--- src/rtl/mem_arbiter.sv ---
// mem_arbiter: shares one AXI4 master port between instruction fetch (IF) and load/store (LS),
// one single-beat transaction at a time. Define MEM_ARB_RR_EN for round-robin arbitration.
module mem_arbiter #(
    parameter int ADDR_WIDTH = 32,
    parameter int DATA_WIDTH = 32
) (
    input  logic                    CCLK,
    input  logic                    CRST,
    input  logic                    IF_REQ,
    input  logic [ADDR_WIDTH-1:0]   IF_ADDR,
    output logic [DATA_WIDTH-1:0]   IF_RDATA,
    output logic                    IF_ACK,
    input  logic                    LS_REQ,
    input  logic                    LS_WE,
    input  logic [ADDR_WIDTH-1:0]   LS_ADDR,
    input  logic [DATA_WIDTH-1:0]   LS_WDATA,
    input  logic [DATA_WIDTH/8-1:0] LS_WSTRB,
    output logic [DATA_WIDTH-1:0]   LS_RDATA,
    output logic                    LS_ACK,
    output logic [ADDR_WIDTH-1:0]   M_AXI_ARADDR,
    output logic                    M_AXI_ARVALID,
    input  logic                    M_AXI_ARREADY,
    input  logic [DATA_WIDTH-1:0]   M_AXI_RDATA,
    input  logic [1:0]              M_AXI_RRESP,
    input  logic                    M_AXI_RLAST,
    input  logic                    M_AXI_RVALID,
    output logic                    M_AXI_RREADY,
    output logic [ADDR_WIDTH-1:0]   M_AXI_AWADDR,
    output logic                    M_AXI_AWVALID,
    input  logic                    M_AXI_AWREADY,
    output logic [DATA_WIDTH-1:0]   M_AXI_WDATA,
    output logic [DATA_WIDTH/8-1:0] M_AXI_WSTRB,
    output logic                    M_AXI_WLAST,
    output logic                    M_AXI_WVALID,
    input  logic                    M_AXI_WREADY,
    input  logic [1:0]              M_AXI_BRESP,
    input  logic                    M_AXI_BVALID,
    output logic                    M_AXI_BREADY,
    output logic                    BUSY,
    output logic                    ERR,
    output logic [2:0]              DBG_STATE
);
    typedef enum logic [2:0] {IDLE, RD_A, RD_D, WR_AW, WR_B, DONE} state_t;

    state_t                state;
    logic                  gnt_ls;
    logic                  pick_ls;
    logic [ADDR_WIDTH-1:0] pick_addr;
    logic                  aw_ok;
    logic                  w_ok;
    logic                  unused_bits;

`ifdef MEM_ARB_RR_EN
    logic last_ls;
    // On contention the requester that was not granted last time wins.
    assign pick_ls = LS_REQ && !(IF_REQ && last_ls);
`else
    assign pick_ls = LS_REQ;
`endif

    assign pick_addr = pick_ls ? {LS_ADDR[ADDR_WIDTH-1:2], 2'b00}
                               : {IF_ADDR[ADDR_WIDTH-1:2], 2'b00};
    // A write channel counts as done once its VALID has already dropped or handshakes now.
    assign aw_ok       = !M_AXI_AWVALID || M_AXI_AWREADY;
    assign w_ok        = !M_AXI_WVALID || M_AXI_WREADY;
    assign DBG_STATE   = state;
    // Single-beat reads make RLAST meaningless; word alignment drops the low address bits.
    assign unused_bits = ^{M_AXI_RLAST, IF_ADDR[1:0], LS_ADDR[1:0]};

    always_ff @(posedge CCLK or posedge CRST) begin
        if (CRST) begin
            state         <= IDLE;
            gnt_ls        <= 1'b0;
            IF_RDATA      <= '0;
            IF_ACK        <= 1'b0;
            LS_RDATA      <= '0;
            LS_ACK        <= 1'b0;
            M_AXI_ARADDR  <= '0;
            M_AXI_ARVALID <= 1'b0;
            M_AXI_RREADY  <= 1'b0;
            M_AXI_AWADDR  <= '0;
            M_AXI_AWVALID <= 1'b0;
            M_AXI_WDATA   <= '0;
            M_AXI_WSTRB   <= '0;
            M_AXI_WLAST   <= 1'b0;
            M_AXI_WVALID  <= 1'b0;
            M_AXI_BREADY  <= 1'b0;
            BUSY          <= 1'b0;
            ERR           <= 1'b0;
`ifdef MEM_ARB_RR_EN
            last_ls       <= 1'b1;
`endif
        end else begin
            IF_ACK <= 1'b0;
            LS_ACK <= 1'b0;
            case (state)
                IDLE: begin
                    if (IF_REQ || LS_REQ) begin
                        gnt_ls <= pick_ls;
                        BUSY   <= 1'b1;
`ifdef MEM_ARB_RR_EN
                        last_ls <= pick_ls;
`endif
                        if (pick_ls && LS_WE) begin
                            state         <= WR_AW;
                            M_AXI_AWADDR  <= pick_addr;
                            M_AXI_AWVALID <= 1'b1;
                            M_AXI_WDATA   <= LS_WDATA;
                            M_AXI_WSTRB   <= LS_WSTRB;
                            M_AXI_WLAST   <= 1'b1;
                            M_AXI_WVALID  <= 1'b1;
                        end else begin
                            state         <= RD_A;
                            M_AXI_ARADDR  <= pick_addr;
                            M_AXI_ARVALID <= 1'b1;
                        end
                    end
                end
                RD_A: begin
                    if (M_AXI_ARREADY) begin
                        M_AXI_ARVALID <= 1'b0;
                        M_AXI_RREADY  <= 1'b1;
                        state         <= RD_D;
                    end
                end
                RD_D: begin
                    if (M_AXI_RVALID) begin
                        M_AXI_RREADY <= 1'b0;
                        if (M_AXI_RRESP != 2'b00) ERR <= 1'b1;
                        if (gnt_ls) begin
                            LS_RDATA <= M_AXI_RDATA;
                            LS_ACK   <= 1'b1;
                        end else begin
                            IF_RDATA <= M_AXI_RDATA;
                            IF_ACK   <= 1'b1;
                        end
                        state <= DONE;
                    end
                end
                WR_AW: begin
                    if (M_AXI_AWVALID && M_AXI_AWREADY) M_AXI_AWVALID <= 1'b0;
                    if (M_AXI_WVALID && M_AXI_WREADY) begin
                        M_AXI_WVALID <= 1'b0;
                        M_AXI_WLAST  <= 1'b0;
                    end
                    if (aw_ok && w_ok) begin
                        M_AXI_BREADY <= 1'b1;
                        state        <= WR_B;
                    end
                end
                WR_B: begin
                    if (M_AXI_BVALID) begin
                        M_AXI_BREADY <= 1'b0;
                        if (M_AXI_BRESP != 2'b00) ERR <= 1'b1;
                        LS_ACK <= 1'b1;
                        state  <= DONE;
                    end
                end
                DONE: begin
                    BUSY  <= 1'b0;
                    state <= IDLE;
                end
                default: state <= IDLE;
            endcase
        end
    end
endmodule

--- config.mk ---
export PLATFORM = sky130hd
export DESIGN_NAME = mem_arbiter
export DESIGN_NICKNAME = d
export VERILOG_FILES = /design/src/rtl/mem_arbiter.sv
export SDC_FILE = /design/constraint.sdc
export NUM_CORES = 1
export LEC_CHECK = 0
export BUFFER_PORTS_ARGS = -buffer_cell sky130_fd_sc_hd__buf_2
export CAP_MARGIN = 0
export CORE_MARGIN = 1.5
export CORE_UTILIZATION = 29
export DETAILED_ROUTE_END_ITERATION = 10
export HOLD_SLACK_MARGIN = 0.02
export PLACE_DENSITY = 0.63
export SLEW_MARGIN = 40
export SYNTH_ARGS = -nofsm -noshare
export SYNTH_HDL_FRONTEND = slang
export SYNTH_SLANG_ARGS = --single-unit
export TNS_END_PERCENT = 5
--- constraint.sdc ---
create_clock -name CCLK -period 6.68 [get_ports CCLK]
set_input_delay 1.002 -clock CCLK [delete_from_list [all_inputs] [get_ports CCLK]]
set_output_delay 1.002 -clock CCLK [all_outputs]
set_load 0.01 [all_outputs]
==> impl_summary.log <==
[metrics] Crit path arrival time: 2.67 ns
[metrics] Min Clock Period, post-route: 2.37 ns
[metrics] accumulated negative setup slack: 0 ns
[metrics] Initial DRT Pass Iterations: 4
[metrics] flops & latches, synth: 173
[metrics] Die X-Extent: 158 um
[metrics] number of enable flip-flop cells after synthesis: 0
[metrics] remaining antenna violation count after routing: 0
[metrics] via count of the first global-routing pass: 4946
[metrics] initial DRC count: 160
[metrics] register area: 4330 sq um
[metrics] buffer depth of the longest clock path: 2
[metrics] Inserted Clock Buffers: 17
[metrics] CTS tree: built
[metrics] power per unit of standard cell area: 477 nW/um^2
[metrics] die height: 158 um
[metrics] Worst path max stage delay: 0.47 ns
[metrics] Lkg Pwr: 4.58 nW
[metrics] Crit path buffers/inverters: 2
[metrics] initial core utilization: 0.297
[metrics] post-synthesis instance total: 448
[metrics] total routing resource utilization after global routing: 0.140
[metrics] Critical R2R Capture: M_AXI_WDATA[18]
[metrics] proportion of synthesized flip-flops having asynchronous set or reset: 1.00
[metrics] final number of setup-violating endpoints: 0
[metrics] number of ports placed on the die boundary: 324
[metrics] multi-input logic area: 2510 sq um
[metrics] number of max-cap violations: 0
[metrics] die footprint: 25100 sq um
[metrics] post-synthesis instance area: 7010 sq um
[metrics] number of buffer cells added on primary ports: 314
[metrics] number of antenna violations at the first check in global routing: 2
[metrics] uppermost metal layer occupied by signal nets: met5
[metrics] number of clock sinks: 173
[metrics] cell chain of the critical path: buf_4, and3_2, buf_6, mux2_2
[metrics] hold-critical path endpoint: ERR
[metrics] cell type group with the largest total delay on the critical path: buffers and inverters
[metrics] slew at the pin closest to its max-slew limit: 0.710 ns
[metrics] standard cell with the maximum stage delay on the critical path: sky130_fd_sc_hd__buf_6
[metrics] number of cell rows: 56
[metrics] count of fill cells added during filler insertion: 2304
[metrics] H-tree depth: 4
[metrics] total routed wirelength: 17.3 mm
[metrics] launching element type of the critical path: input pin
[metrics] wire per inst: 15.9 um
[metrics] DRC violations left: 0
[metrics] part of the cycle the worst path needs: 0.354
[metrics] setup repair after global routing missed its margin: false
[metrics] final HPWL from detailed placement: 12.3 mm
[metrics] CP endpoint kind: flip-flop
[metrics] Worst Path Required: 6.98 ns
[metrics] result of the run: complete, no violations
[metrics] number of hold-slack violations in the final timing report: 0
[metrics] post-synthesis cell type count: 37
[metrics] Std-Cell Core Area: 23600 sq um
[metrics] area delta synth->final: 35.2%
[metrics] Design Power: 0.00452 W
[metrics] wire length of the first global-routing pass: 26.6 mm
[metrics] setup clock skew after layout: 0.0100 ns
[metrics] number of slew-limit violations in the final report: 0
[metrics] headroom to the max-slew limit: 0.526
[metrics] CTS Root Buffer Type: sky130_fd_sc_hd__clkbuf_16
[metrics] Net count, final: 904
[metrics] Final GP Congestion: 0.727
[metrics] Tightest Hold Check Type: flip-flop to flip-flop
[metrics] CTS hold repair buffers: 0
[metrics] average cell area after synthesis: 15.6 sq um
[metrics] routed vias: 4797
[metrics] routed length on met3: 1.39 mm
[metrics] maximum net fanout on the critical path: 68
[metrics] Clock Latency Late Sink: 0.42 ns
[metrics] depth of the most critical reg-to-reg path: 4
[metrics] highest attainable clock frequency: 0.422 GHz
[metrics] via density per instance: 4.40
[metrics] worst-case register-to-register setup slack: 4.41 ns
[metrics] Post CTS Setup Buffer Count: 0
[metrics] Reg clk slew, reported paths: 0.07 ns
[metrics] count of yosys warnings during synthesis: 0
[metrics] global route overflow: 0
[metrics] sequential share of the synthesized area: 0.618
[metrics] dominant register cell in the synthesized netlist: sky130_fd_sc_hd__dfrtp_1
[metrics] worst setup path class: input pin to flip-flop
[metrics] source of the worst hold timing path: ERR
[metrics] post-cts gate resize count: 0
[metrics] share of post-route cells with drive strength above 1: 0.681
[metrics] worst reg2reg startpoint: DBG_STATE[0]
[metrics] worst supply voltage drop on vdd: 0.174 mV
[metrics] routed length on met2: 8.65 mm
[metrics] sum of routed wire segments on met1: 7.06 mm
[metrics] Hold Path Depth: 1
[metrics] pin count of the biggest net entering global routing: 101
==> sequential cells by signal, indices dropped and copies added (netlist names) <==
name,count
DBG_STATE,3
M_AXI_WDATA,32
LS_RDATA,32
IF_RDATA,32
M_AXI_WSTRB,4
M_AXI_ARVALID,1
LS_ACK,1
M_AXI_AWADDR,30
M_AXI_BREADY,1
gnt_ls,1
M_AXI_WVALID,1
M_AXI_AWVALID,1
BUSY,1
ERR,1
M_AXI_ARADDR,30
IF_ACK,1
M_AXI_RREADY,1
==> worst max-delay path by stage <==
stage | startpoint | to | slack (ns) | cells past startpoint
after floorplan | CRST | BUSY | 0.99 | 1
after global placement | LS_REQ | M_AXI_WDATA[27] | 3.41 | 4
after detailed placement | LS_REQ | M_AXI_WDATA[3] | 3.58 | 4
after CTS | LS_REQ | M_AXI_WDATA[3] | 4.04 | 4
after global routing | LS_REQ | M_AXI_WDATA[3] | 4.24 | 4
final | LS_REQ | M_AXI_WDATA[18] | 4.31 | 4
==> logic make-up (layout without fill, tap and decap cells) <==
kind of cell | count (synthesis) | in the layout | synth area share
flip-flops | 173 | 173 | 0.618
multiplexers | 190 | 190 | 0.305
AO/OA/AOI/OAI | 24 | 24 | 0.0232
buffers and inverters | 33 | 352 | 0.0287
AND/OR/NAND/NOR | 27 | 27 | 0.0245
other | 1 | 5 | 0.000535
==> layout make-up <==
type / instances / share of cell area
timing repair buffer: 317 / 0.169
tap: 319 / 0.0421
clock inverter: 13 / 0.0186
antenna: 1 / 0.000264
clock buffer: 19 / 0.0457
sequential: 173 / 0.457
inverter: 3 / 0.00198
multi-input combinational: 245 / 0.265
==> Yosys cell counts, types with 2 or more instances <==
| library cell | n | area (sq um) |
|---|---|---|
| sky130_fd_sc_hd__nand2b_1 | 7 | 43.8 |
| sky130_fd_sc_hd__a2bb2oi_1 | 3 | 26.3 |
| sky130_fd_sc_hd__buf_4 | 13 | 97.6 |
| sky130_fd_sc_hd__buf_2 | 11 | 55.1 |
| sky130_fd_sc_hd__nand3b_1 | 2 | 15.0 |
| sky130_fd_sc_hd__nand2_1 | 4 | 15.0 |
| sky130_fd_sc_hd__dfrtp_1 | 173 | 4330 |
| sky130_fd_sc_hd__inv_1 | 3 | 11.3 |
| sky130_fd_sc_hd__nor2_1 | 3 | 11.3 |
| sky130_fd_sc_hd__and3_1 | 2 | 12.5 |
| sky130_fd_sc_hd__o21ai_0 | 5 | 25.0 |
| sky130_fd_sc_hd__mux2_2 | 167 | 1880 |
| sky130_fd_sc_hd__buf_6 | 2 | 22.5 |
| sky130_fd_sc_hd__mux2_1 | 23 | 259 |
| sky130_fd_sc_hd__clkbuf_1 | 3 | 11.3 |
| sky130_fd_sc_hd__a21oi_1 | 6 | 30.0 |
==> routing by layer <==
metal / global-route usage / vias to the layer above
met1: 0.161 / 2370
met3: 0.0490 / 17
met4: 0.0467 / 2
li1: - / 2210
met2: 0.242 / 198
met5: 0 / -
==> stage by stage <==
stage          utilization  setup slack [ns]  hold WS [ns]  cell area [sq um]  cells
3_5_place_dp         0.375              3.58         0.452               8860   1057
6_report             0.401              4.31         0.459               9480   1090
2_1_floorplan            -             0.990         0.499               7020    451
3_3_place_gp         0.374              3.41         0.452               8840   1057
5_1_grt              0.401              4.24         0.499               9470   1089
4_1_cts              0.401              4.04         0.468               9470   1089
==> power by group <==
| part | total (W) | leakage [nW] | switching (W) | internal (W) |
|---|---|---|---|---|
| Sequential | 0.00183 | 2.08 | 0.000269 | 0.00157 |
| Combinational | 0.00164 | 2.21 | 0.000791 | 0.000854 |
| Clock | 0.00104 | 0.288 | 0.000443 | 0.000599 |
| Total | 0.00452 | 4.58 | 0.00150 | 0.00302 |
==> cells in the final DEF (no fill, tap or decap), types with 2 or more instances in the layout <==
cell type | Yosys | layout
sky130_fd_sc_hd__a21oi_1 | 6 | 6
sky130_fd_sc_hd__a2bb2oi_1 | 3 | 3
sky130_fd_sc_hd__buf_2 | 11 | 313
sky130_fd_sc_hd__buf_4 | 13 | 2
sky130_fd_sc_hd__buf_6 | 2 | 2
sky130_fd_sc_hd__bufinv_16 | 0 | 3
sky130_fd_sc_hd__clkbuf_1 | 3 | 2
sky130_fd_sc_hd__clkbuf_16 | 0 | 17
sky130_fd_sc_hd__clkinvlp_4 | 0 | 3
sky130_fd_sc_hd__conb_1 | 1 | 4
sky130_fd_sc_hd__dfrtp_1 | 173 | 173
sky130_fd_sc_hd__inv_1 | 3 | 2
sky130_fd_sc_hd__inv_6 | 0 | 5
sky130_fd_sc_hd__inv_8 | 0 | 2
sky130_fd_sc_hd__mux2_1 | 23 | 23
sky130_fd_sc_hd__mux2_2 | 167 | 167
sky130_fd_sc_hd__nand2_1 | 4 | 4
sky130_fd_sc_hd__nand2b_1 | 7 | 7
sky130_fd_sc_hd__nand3b_1 | 2 | 2
sky130_fd_sc_hd__nor2_1 | 3 | 3
sky130_fd_sc_hd__o21ai_0 | 5 | 5
(Power assumes the default switching activity.)
